`src/rtl/rx_sync_aligner.sv`:
```
// Two-lane receive block-lock stage: deserialises per-lane bit streams into
// GEN2/GEN3/GEN4 blocks, hunts header lock by bit slipping, forwards locked blocks.
module rx_sync_aligner #(
    parameter int LOCK_CNT = 4,
    parameter int LOSS_CNT = 3
) (
    input  logic         enc_clk,
    input  logic         rst,
    input  logic         rx_bit_valid,
    input  logic         lane_0_rx_bit,
    input  logic         lane_1_rx_bit,
    input  logic [1:0]   gen_speed,
    output logic [131:0] lane_0_rx_enc,
    output logic [131:0] lane_1_rx_enc,
    output logic         lane_0_blk_valid,
    output logic         lane_1_blk_valid,
    output logic         sync_lock_0,
    output logic         sync_lock_1,
    output logic         enable_dec
);

    localparam int W = 132;

    typedef enum logic {HUNT = 1'b0, LOCKED = 1'b1} state_t;

    logic [1:0]   gen_reg;
    logic         gen_change;
    logic [7:0]   blk_len;
    logic [7:0]   last_idx;
    logic [W-1:0] len_mask;
    logic [1:0]   rx_bit;
    logic [1:0]   lock_q;
    logic [1:0]   blk_valid_q;
    logic [W-1:0] enc_q [2];
    logic         enable_dec_reg;

    assign rx_bit     = {lane_1_rx_bit, lane_0_rx_bit};
    assign gen_change = (gen_speed != gen_reg);
    assign last_idx   = blk_len - 8'd1;

    // Block geometry follows the registered speed so a change only takes effect
    // after both lanes have been flushed back to HUNT.
    always_comb begin
        case (gen_reg)
            2'b00:   blk_len = 8'd8;
            2'b10:   blk_len = 8'd66;
            default: blk_len = 8'd132;
        endcase
    end

    genvar gi;
    generate
        for (gi = 0; gi < W; gi++) begin : g_mask
            assign len_mask[gi] = (8'(gi) < blk_len);
        end
    endgenerate

    always_ff @(posedge enc_clk or posedge rst) begin
        if (rst) begin
            gen_reg        <= 2'b00;
            enable_dec_reg <= 1'b0;
        end else begin
            gen_reg        <= gen_speed;
            enable_dec_reg <= lock_q[0] & lock_q[1];
        end
    end

    generate
        for (gi = 0; gi < 2; gi++) begin : g_lane
            state_t       state_reg, state_next;
            logic [7:0]   bit_cnt_reg;
            logic [3:0]   good_cnt_reg, bad_cnt_reg;
            logic         slip_reg;
            logic [W-1:0] asm_reg, asm_full;
            logic [W-1:0] enc_reg;
            logic         blk_valid_reg;
            logic         take_bit, blk_done, hdr_ok;
            logic [3:0]   good_inc, bad_inc;
            logic         hunt_lock, lock_loss, emit, lock;

            assign take_bit  = rx_bit_valid & ~slip_reg & ~gen_change;
            assign blk_done  = take_bit & (bit_cnt_reg == last_idx);
            assign good_inc  = (good_cnt_reg == 4'hF) ? 4'hF : good_cnt_reg + 4'd1;
            assign bad_inc   = (bad_cnt_reg == 4'hF) ? 4'hF : bad_cnt_reg + 4'd1;
            assign hunt_lock = hdr_ok & (good_inc >= 4'(LOCK_CNT));
            assign lock_loss = ~hdr_ok & (bad_inc >= 4'(LOSS_CNT));

            // Header is judged on the block including the bit arriving this cycle.
            always_comb begin
                asm_full              = asm_reg;
                asm_full[bit_cnt_reg] = rx_bit[gi];
                case (gen_reg)
                    2'b00:   hdr_ok = 1'b1;
                    2'b10:   hdr_ok = (asm_full[65:64] == 2'b01) || (asm_full[65:64] == 2'b10);
                    default: hdr_ok = (asm_full[131:128] == 4'b0101) || (asm_full[131:128] == 4'b1010);
                endcase
            end

            always_ff @(posedge enc_clk or posedge rst) begin
                if (rst) state_reg <= HUNT;
                else     state_reg <= state_next;
            end

            always_comb begin
                state_next = state_reg;
                if (gen_change) begin
                    state_next = HUNT;
                end else if (blk_done) begin
                    case (state_reg)
                        HUNT:    if (hunt_lock) state_next = LOCKED;
                        LOCKED:  if (lock_loss) state_next = HUNT;
                        default: state_next = HUNT;
                    endcase
                end
            end

            always_comb begin
                lock = (state_reg == LOCKED);
                emit = 1'b0;
                if (blk_done) begin
                    if (state_reg == HUNT) emit = hunt_lock;
                    else                   emit = ~lock_loss;
                end
            end

            always_ff @(posedge enc_clk or posedge rst) begin
                if (rst) begin
                    bit_cnt_reg   <= '0;
                    good_cnt_reg  <= '0;
                    bad_cnt_reg   <= '0;
                    slip_reg      <= 1'b0;
                    asm_reg       <= '0;
                    enc_reg       <= '0;
                    blk_valid_reg <= 1'b0;
                end else begin
                    blk_valid_reg <= emit;
                    if (emit) enc_reg <= asm_full & len_mask;
                    if (gen_change) begin
                        bit_cnt_reg  <= '0;
                        good_cnt_reg <= '0;
                        bad_cnt_reg  <= '0;
                        slip_reg     <= 1'b0;
                    end else if (rx_bit_valid) begin
                        if (slip_reg) begin
                            slip_reg <= 1'b0;
                        end else begin
                            asm_reg <= asm_full;
                            if (bit_cnt_reg == last_idx) begin
                                bit_cnt_reg <= '0;
                                if (state_reg == HUNT) begin
                                    if (hdr_ok) begin
                                        good_cnt_reg <= good_inc;
                                        if (hunt_lock) bad_cnt_reg <= '0;
                                    end else begin
                                        good_cnt_reg <= '0;
                                        slip_reg     <= 1'b1;
                                    end
                                end else if (hdr_ok) begin
                                    bad_cnt_reg <= '0;
                                end else if (lock_loss) begin
                                    good_cnt_reg <= '0;
                                    bad_cnt_reg  <= '0;
                                end else begin
                                    bad_cnt_reg <= bad_inc;
                                end
                            end else begin
                                bit_cnt_reg <= bit_cnt_reg + 8'd1;
                            end
                        end
                    end
                end
            end

            assign lock_q[gi]      = lock;
            assign blk_valid_q[gi] = blk_valid_reg;
            assign enc_q[gi]       = enc_reg;
        end
    endgenerate

    assign lane_0_rx_enc    = enc_q[0];
    assign lane_1_rx_enc    = enc_q[1];
    assign lane_0_blk_valid = blk_valid_q[0];
    assign lane_1_blk_valid = blk_valid_q[1];
    assign sync_lock_0      = lock_q[0];
    assign sync_lock_1      = lock_q[1];
    assign enable_dec       = enable_dec_reg;

endmodule

```
`config.mk`:
```
export PLATFORM = sky130hd
export DESIGN_NAME = rx_sync_aligner
export DESIGN_NICKNAME = d
export VERILOG_FILES = /design/src/rtl/rx_sync_aligner.sv
export SDC_FILE = /design/constraint.sdc
export NUM_CORES = 1
export LEC_CHECK = 0
export BUFFER_PORTS_ARGS = -buffer_cell sky130_fd_sc_hd__clkbuf_2
export CAP_MARGIN = 0
export CORE_ASPECT_RATIO = 1.5
export CORE_MARGIN = 5
export CORE_UTILIZATION = 57
export CTS_BUF_LIST = sky130_fd_sc_hd__clkbuf_4
export DETAILED_ROUTE_END_ITERATION = 16
export PLACE_DENSITY = 0.77
export SLEW_MARGIN = 10
export SYNTH_ARGS = -nofsm -noshare
export SYNTH_HDL_FRONTEND = slang
export SYNTH_SLANG_ARGS = --single-unit
export TNS_END_PERCENT = 1
```
`constraint.sdc`:
```
create_clock -name enc_clk -period 51.9 [get_ports enc_clk]
set_input_delay 10.38 -clock enc_clk [delete_from_list [all_inputs] [get_ports enc_clk]]
set_output_delay 10.38 -clock enc_clk [all_outputs]
set_load 0.02 [all_outputs]
```
==> flow_summary.toml <==
[critical_path]
crit_start = "lane_0_rx_bit"
path_delay_family = "compound AO/OA/AOI/OAI gates"
critical_path_arrival_ns = 14.22
worst-setup-path-type = "primary input to register"
cp_slowest_cell = "buf_4"
startpoint_type = "primary input"
crit_buf_inv = 2
required_ns = 52.65
ff2ff_setup_slack_ns = 46.80
cpMostUsedCell = "buf_4"
rr_startpoint = "g_lane[0].bit_cnt_reg[1]$_DFFE_PP0P_"
r2r-end = "lane_0_rx_enc[55]$_DFFE_PP0P_"
worstPathCellList = "buf_4, nand3_1, a22o_1, o22ai_1, a21oi_2, a31oi_1, o21ba_4, buf_4, mux2_2"
rr_worst_depth = 11
max_stage_delay_ns = 0.80
critPathCaptureType = "register"
critPathMaxFanout = 75

[timing]
slew_headroom_pct = 12.4
tns_ns = 0
clock_skew_ns = 0.0408
drv_slew = 0
fmax_ghz = 0.0742
setup_viol = 0
tightest_slew_ns = 1.31
timing.final.crit_share_pct = 26.0
hold_violations = 0
post-route-min-period_ns = 13.47
hold_ws_ns = 0.476
rsz0062_at_grt = "no"

[floorplanning]
dieArea_mm2 = 0.0535
core_mm2 = 0.0486
start_util_pct = 57.4
die_w_um = 191
num_rows = 99
die_h_um = 281
io-pin-count = 276

[place]
dpl-instance-area_mm2 = 0.0290
place_congestion = 0.860
dp_cells = 3496
io_buffers = 275
dpl.hpwl_um = 46700

[hold_path]
min_path_type = "register to register"
min_from = "lane_1_rx_enc[32]$_DFFE_PP0P_"
whs_path_depth = 2
min_to = "lane_1_rx_enc[32]$_DFFE_PP0P_"

[power_and_ir_drop]
power_density_mw_per_mm2 = 28.4
pwr-share-clk_pct = 41.3
p_comb_share_pct = 6.6
power_leakage_nw = 13.6
p_int_mw = 0.646
total_power_mw = 0.871
peakVddDrop_mv = 0.0300
p_sw_share_pct = 25.8
p_sw_mw = 0.225
seqPwrFrac_pct = 52.1

[synthesis]
synth-async-reset-ratio_pct = 100
synth_cell_types = 73
netlist_area_mm2 = 0.0279
syn_inst = 2813
yosysTopAreaCell = "dfrtp_1"
synth_top_area_share_pct = 51.1
synth_edf_count = 0
synth_nets = 2835
synthFlopType = "dfrtp_1"
ys_seq_area_share_pct = 51.1
yosysWarnings = 0
synth_area_leaders = "dfrtp_1 51%, mux2i_1 6.3%, o31ai_1 6.3%, o21ai_0 6.2%, nor2_1 5.0%"
ys_ff_latch = 569
syn_avg_cell_area_um2 = 9.91

[detailed_routing]
via_count = 21800
drtAntennaViolNets = 0
drtIter0Drc = 1888
dr.pass1.iters = 6
drc = 0
drt-vias-per-instance = 5.84
totalWireLength_um = 72100
wl_per_cell_um = 19.3

[final_layout]
largest_reg_flops = 264
drive_gt1_share_pct = 23.0
layout.nets = 3003
syn_to_final_growth_pct = 10.1
final_area_mm2 = 0.0307
fin_cells = 3728

[grt]
grt_start_max_net_pins = 266
antenna_found_initial = 2
gr-total-overflow = 0
grt_pass1_vias = 21400
grt_first_pass_wirelength_um = 115000
grt.total_usage_pct = 26.7

[clock_network]
root_buffer = "clkbuf_4"
cts_tree = "built"
cts-resized-gates = 0
clock_latency_ns = 0.90
cts_made_buffers = 139
cts_htree_levels = 4
ctsHoldBuffers = 0
cts.sinks = 569
post_cts_buffers = 0
clkTransAtPathRegs_ns = 0.06
clockBufferDepth = 3

[run]
maxCapViolCount = 0

[status]
status = "finished clean"
[area by class of cell]
cell class              count  area [µm²]
flip-flops and latches    569       14200
repair buffers            295        1550
well taps                 656         821
clock inverters            40         231
multi-input cells        1962       12400
fillers                  4067       17900
inverters                  14        65.1
diodes                      4        10.0
clock buffers             188        1410
[metrics by stage]
| stage | setup WS (ns) | utilization [%] |
|---|---|---|
| floorplan | 25.60 | - |
| global placement | 37.64 | 59.8 |
| detailed placement | 37.55 | 59.8 |
| CTS | 38.49 | 63.2 |
| global route | 38.18 | 63.2 |
| finish | 38.43 | 63.2 |
[per-layer routing]
metal	vias up	wire length [µm]	global-route usage, %
met5	-	0	0
met4	0	3510	13.7
met3	198	4190	4.44
met2	845	35900	45.2
met1	10500	28400	33.0
li1	10200	-	-
[logic make-up after synthesis]
logic type      Yosys count  share of synthesized area [%]
fa+ha+maj                15                          0.673
compound gates          708                           15.8
mux                     348                           14.1
buf+inv                 282                           4.60
simple gates            867                           13.0
flops                   569                           51.1
xor+xnor                 24                          0.754
[worst register-to-register path, stage by stage (launching register included)]
cell and delay (ns):
dfrtp_1 0.46, inv_1 0.15, ha_1 0.31, nor3b_1 0.82, nand3_1 0.29, a22o_1 0.28, o22ai_1 0.28, a21oi_2 0.13
a31oi_1 0.29, o21ba_4 0.66, buf_4 0.81, mux2_2 0.49
[cells in the final DEF (no fill, tap or decap), drive strengths merged, types with 4 or more instances in the layout]
master and n:
a21boi 6, a21oi 52, a22o 4, a31oi 12, and2 10, and3 7, buf 22, clkbuf 461
clkinv 30, dfrtp 569, diode 4, ha 15, inv 21, mux2 172, mux2i 176, nand2 353
nand2b 5, nand3 48, nand4 17, nor2 369, nor2b 16, nor3 8, nor3b 8, o21ai 358
o31ai 248, or3b 8, xnor2 14, xor2 10
[power by group through the flow]
stage	clock [mW]	combinational, mW	sequential, mW
2_1_floorplan	0	0.0421	0.462
3_3_place_gp	0	0.0552	0.462
3_5_place_dp	0	0.0571	0.462
4_1_cts	0.368	0.0572	0.454
5_1_grt	0.390	0.0636	0.454
6_report	0.359	0.0572	0.454
[how the worst max path moves through the flow]
| stage | end | cells past startpoint |
|---|---|---|
| 2_1_floorplan | enable_dec$_DFF_PP0_ | 1 |
| 3_3_place_gp | lane_0_rx_enc[52]$_DFFE_PP0P_ | 8 |
| 3_5_place_dp | lane_0_rx_enc[52]$_DFFE_PP0P_ | 8 |
| 4_1_cts | lane_0_rx_enc[55]$_DFFE_PP0P_ | 8 |
| 5_1_grt | lane_0_rx_enc[41]$_DFFE_PP0P_ | 9 |
| 6_report | lane_0_rx_enc[55]$_DFFE_PP0P_ | 9 |
[synthesized netlist by cell type, types with 4 or more instances]
cell type / n
dfrtp_1: 569
nor2_1: 369
nand2_1: 353
o21ai_0: 343
o31ai_1: 234
clkbuf_1: 203
mux2i_1: 176
mux2_2: 112
mux2_4: 60
a21oi_1: 50
nand3_1: 48
buf_2: 32
nand4_1: 17
nor2b_1: 16
ha_1: 15
o21ai_1: 14
o31ai_2: 14
xnor2_1: 14
inv_1: 13
a31oi_1: 12
buf_1: 11
and2_1: 10
buf_4: 10
xor2_1: 10
nor3_1: 8
nor3b_1: 8
and3_1: 7
buf_12: 6
or3b_1: 6
buf_6: 5
nand2b_1: 5
a21boi_0: 4
a22o_1: 4
Note: power is estimated with default switching activity, not from simulation.
